`src/rtl/blur_window_feeder_if.sv`:
```
// Pixel-stream / window handshake between the raster source, the window feeder
// and the 5-tap blur stage.
interface blur_window_feeder_if;
  logic            pixel_valid;
  logic [7:0]      pixel_in;
  logic            line_start;
  logic            final_stage;
  logic            pixel_ready;
  logic [4:0][7:0] window;
  logic            window_en;
  logic            last_window;

  modport master (
    output pixel_valid, pixel_in, line_start, final_stage,
    input  pixel_ready, window, window_en, last_window
  );

  modport slave (
    input  pixel_valid, pixel_in, line_start, final_stage,
    output pixel_ready, window, window_en, last_window
  );
endinterface

```
`src/rtl/blur_window_feeder.sv`:
```
// Sliding 5-pixel horizontal window feeding the blur stage; one window per
// accepted pixel once a line has 5 pixels, held until the blur stage finishes.
module blur_window_feeder #(
  parameter int unsigned LINE_WIDTH = 640,
  parameter int unsigned COL_BITS   = 10
) (
  input  logic               clk,
  input  logic               n_rst,
  blur_window_feeder_if.slave bus
);

  localparam logic [1:0] FILL  = 2'd0;
  localparam logic [1:0] ISSUE = 2'd1;
  localparam logic [1:0] WAIT  = 2'd2;

  localparam logic [COL_BITS-1:0] LAST_COL = COL_BITS'(LINE_WIDTH - 1);

  logic [1:0]          state;
  logic [2:0]          fill_cnt;
  logic [COL_BITS-1:0] col;
  logic [4:0][7:0]     win;
  logic                win_en_q;
  logic                last_q;

  logic                accept;
  logic [COL_BITS-1:0] next_col;
  logic [2:0]          next_cnt;

  assign bus.pixel_ready = (state == FILL);
  assign accept          = bus.pixel_valid && bus.pixel_ready;

  // col tracks the column of window[4]; column 0 restarts the fill count
  always_comb begin
    next_col = col + COL_BITS'(1);
    if (bus.line_start || col == LAST_COL)
      next_col = '0;
    next_cnt = fill_cnt;
    if (next_col == '0)
      next_cnt = 3'd1;
    else if (fill_cnt != 3'd5)
      next_cnt = fill_cnt + 3'd1;
  end

  always_ff @(posedge clk or negedge n_rst) begin
    if (!n_rst) begin
      state    <= FILL;
      fill_cnt <= '0;
      col      <= '0;
      win      <= '0;
      win_en_q <= 1'b0;
      last_q   <= 1'b0;
    end else begin
      win_en_q <= 1'b0;
      last_q   <= 1'b0;
      if (accept) begin
        win      <= {bus.pixel_in, win[4:1]};
        col      <= next_col;
        fill_cnt <= next_cnt;
      end
      case (state)
        FILL: begin
          if (accept && next_cnt == 3'd5) begin
            state    <= ISSUE;
            win_en_q <= 1'b1;
            last_q   <= (next_col == LAST_COL);
          end
        end
        ISSUE:   state <= WAIT;
        WAIT:    if (bus.final_stage) state <= FILL;
        default: state <= FILL;
      endcase
    end
  end

  assign bus.window      = win;
  assign bus.window_en   = win_en_q;
  assign bus.last_window = last_q;

endmodule

```
`src/flat_wrapper.sv`:
```
// flat-port wrapper written by rule: the top's interface ports become plain ports
module blur_window_feeder_flat 
#(
  parameter int unsigned LINE_WIDTH = 640,
  parameter int unsigned COL_BITS   = 10
)
  (clk, n_rst, bus_pixel_valid, bus_pixel_in, bus_line_start, bus_final_stage, bus_pixel_ready, bus_window, bus_window_en, bus_last_window);
  blur_window_feeder_if bus_i ();
  input  logic clk;
  input  logic n_rst;
  input wire logic [$bits(bus_i.pixel_valid)-1:0] bus_pixel_valid;
  input wire logic [$bits(bus_i.pixel_in)-1:0] bus_pixel_in;
  input wire logic [$bits(bus_i.line_start)-1:0] bus_line_start;
  input wire logic [$bits(bus_i.final_stage)-1:0] bus_final_stage;
  output wire logic [$bits(bus_i.pixel_ready)-1:0] bus_pixel_ready;
  output wire logic [$bits(bus_i.window)-1:0] bus_window;
  output wire logic [$bits(bus_i.window_en)-1:0] bus_window_en;
  output wire logic [$bits(bus_i.last_window)-1:0] bus_last_window;
  assign bus_i.pixel_valid = bus_pixel_valid;
  assign bus_i.pixel_in = bus_pixel_in;
  assign bus_i.line_start = bus_line_start;
  assign bus_i.final_stage = bus_final_stage;
  assign bus_pixel_ready = bus_i.pixel_ready;
  assign bus_window = bus_i.window;
  assign bus_window_en = bus_i.window_en;
  assign bus_last_window = bus_i.last_window;
  blur_window_feeder #(.LINE_WIDTH(LINE_WIDTH), .COL_BITS(COL_BITS)) u_core (.clk(clk), .n_rst(n_rst), .bus(bus_i));
endmodule
```
`config.mk`:
```
export PLATFORM = sky130hd
export DESIGN_NAME = blur_window_feeder_flat
export DESIGN_NICKNAME = d
export VERILOG_FILES = /design/src/rtl/blur_window_feeder_if.sv /design/src/rtl/blur_window_feeder.sv /design/src/flat_wrapper.sv
export SDC_FILE = /design/constraint.sdc
export NUM_CORES = 1
export LEC_CHECK = 0
export CELL_PAD_IN_SITES_DETAIL_PLACEMENT = 1
export CELL_PAD_IN_SITES_GLOBAL_PLACEMENT = 2
export CORE_MARGIN = 2
export CORE_UTILIZATION = 42
export CTS_BUF_LIST = sky130_fd_sc_hd__clkbuf_8
export DETAILED_ROUTE_END_ITERATION = 6
export DONT_BUFFER_PORTS = 1
export PLACE_DENSITY_LB_ADDON = 0.1
export SETUP_SLACK_MARGIN = 0.5
export SLEW_MARGIN = 40
export SYNTH_ARGS = -nofsm -noshare
export SYNTH_HDL_FRONTEND = slang
export SYNTH_SLANG_ARGS = --single-unit
```
`constraint.sdc`:
```
create_clock -name clk -period 6.74 [get_ports clk]
set_clock_uncertainty 0.2 [all_clocks]
set_input_delay 2.022 -clock clk [delete_from_list [all_inputs] [get_ports clk]]
set_output_delay 2.022 -clock clk [all_outputs]
set_load 0.02 [all_outputs]
```
==> run metrics <==
vias in the first global route 2,104; post-route core utilization 47.5%; Synth top area share 54.1%; Worst Hold Class flip-flop to flip-flop; Netlist Area Pre-Place 0.00264 sq mm; #FFs+latches synth 57; post-CTS sizing 0; Mapped Nets 319; die area 0.00692 sq mm; drt drc 0; Seq/Total Area, Yosys 54.1%; Synth top cells by count nand2_1 (138), dfrtp_1 (57), o21ai_0 (13), clkbuf_1 (12), nand3_1 (10); antenna-violating nets left 0; most frequent cell after synthesis nand2_1; RSZ-0062 raised after global routing false; setup_tns 0 ns; input/output buffers 0; antenna cells 0; post-route minimum period 3.52 ns; Worst Setup Slack post-DPL 2.88 ns; H-tree depth 3; Crit path arrival time 3.53 ns; Pre-Repair DR Iteration Count 4; Syn. warnings 0; slew at the pin closest to its max-slew limit 0.521 ns; Design Power 1130 uW; WHS 0.369 ns; Avg Inst Size Synth 8.70 sq um; Die Y-Extent 83.2 um; cell breakdown of the critical path nor3b_4, buf_4, nand2b_1, a31o_2, a211oi_1, a211oi_2; Leakage 0.00139 uW; Post-DP HPWL 4.03 mm; clk sinks 57; area delta synth->final 8.02%; Max Cap Violations 0; type of the worst setup path input pin to flip-flop; Relative slew margins 65.2%; largest net degree at the start of global routing 58; Worst EP required 6.75 ns; Max Clk Rate 0.284 GHz; period utilization 52.2%; cell area power density 398 mW/mm^2; CTS tree done; chip width 83.2 um; CP max stage cell buf_4; worst skew pair latency 0.34 ns; Post-CTS Setup Inserts 0; share of cells above drive strength 1 7.31%; # setup viols final 0; grt total ovfl 0; FFs w/ async S/R, synth 100%; I/O pin count 56; final worst slack 3.22 ns; Post-synth EDFFs 0; core area 0.00599 sq mm; CTS buffer count 9; Wirelength per Cell 17.1 um; Fin. Hold Viols 0; clk buf depth 2; first-pass GRT wire length 11.1 mm; CP max stage delay 0.45 ns; Buf/Inv on CP 1; Critical Path Fanout Max 50; total number of vias 2,062; CP top delay family compound AO/OA/AOI/OAI gates; Cell Rows 28; Initial Utilization 44.0%; Clock transition at path regs 0.07 ns; cell count after synthesis 303; startpoint type of the worst setup path input pin; post-synthesis cell type count 41; fin nets 313; VDD IR max 166 uV; initial DRC count 200; RD Place Congestion 0.742; Crit. End Element flip-flop; hold bufs inserted after CTS 0; initial antenna violation count 0; ys flop type dfrtp_1; Total Wirelength 6.44 mm; Root Buffer clkbuf_8; Synth area leaders dfrtp_1 (54%), nand2_1 (20%), o21ai_0 (2.5%), nand3_1 (1.9%), clkbuf_1 (1.7%); Slew Limit Fails 0; post-synth top area cell dfrtp_1; status complete, no violations; Vias/cell 5.48; GRT Total Usage 20.1%
cell families after synthesis:
kind of cell,after synthesis,synth area share [%]
buf+inv,20,3.47
simple gates,178,28.7
mux,1,0.380
fa+ha+maj,3,1.42
xor+xnor,5,1.66
flops,57,54.1
compound gates,39,10.2
sequential cells by signal, indices dropped and copies added, names as in the netlist:
| register | flops |
|---|---|
| u_core.bus.window_en | 1 |
| u_core.bus.window | 40 |
| u_core.state | 2 |
| u_core.col | 10 |
| u_core.bus.last_window | 1 |
| u_core.fill_cnt | 3 |
per-stage QoR:
stage                     area, sq um  std cells
after global placement           2660        361
after detailed placement         2660        361
final                            2850        376
after global routing             2850        376
after CTS                        2850        376
after floorplan                  2640        303
power breakdown:
group	internal, uW	total, uW	switching, uW
clock network	166	308	142
registers	434	635	200
logic	75.3	190	115
total	676	1130	457
metal layers:
layer,wire [um],global-route usage [%],vias up
met4,95,8.05,0
met5,0,0,-
met1,3250,29.4,992
li1,-,-,1004
met2,2740,28.7,56
met3,340,4.77,10
worst paths after layout:
path                                         end  cells past startpoint            start  slack, ns
hold reg to reg                  u_core.state[1]                      1  u_core.state[0]       0.37
setup reg to reg              u_core.fill_cnt[1]                      6    u_core.col[0]       4.21
setup / recovery              u_core.fill_cnt[0]                      6  bus_pixel_valid       3.22
hold / removal                   u_core.state[1]                      1  u_core.state[0]       0.37
min in group asynchronous  u_core.bus.window[19]                      0            n_rst       1.17
max in group asynchronous  u_core.bus.window[36]                      0            n_rst       5.07
worst reg2reg max path, cell delays in order (launching register included):
cell      delay, ns
dfrtp_1        0.50
ha_1           0.41
nand2_1        0.12
or3_1          0.41
a311oi_2       0.40
nand2_1        0.19
a22o_1         0.20
cell type report:
cell class | instances | area [sq um]
well taps | 75 | 93.8
inverters | 1 | 3.75
flip-flops and latches | 57 | 1430
multi-input cells | 226 | 1120
clock buffers | 9 | 124
fillers | 725 | 3140
repair buffers | 2 | 15.0
clock inverters | 6 | 60.1
cells in the final DEF (no fill, tap or decap), types with 2 or more instances in the layout:
master / synthesis / layout
nand2_1: 138 / 138
dfrtp_1: 57 / 57
o21ai_0: 13 / 13
nand3_1: 10 / 10
clkbuf_8: 0 / 9
nor2_1: 7 / 7
o31ai_1: 6 / 6
nor3_1: 4 / 4
nand2b_1: 4 / 4
a21oi_1: 4 / 4
xnor2_1: 3 / 3
and3_1: 3 / 3
a31oi_1: 3 / 3
ha_1: 3 / 3
clkinv_2: 0 / 3
nand4_1: 2 / 2
a21o_1: 2 / 2
a22o_1: 2 / 2
xor2_1: 2 / 2
or4_1: 2 / 2
nor3b_1: 2 / 2
clkinvlp_4: 0 / 2
buf_4: 1 / 2
Note: power is estimated with default switching activity, not from simulation.
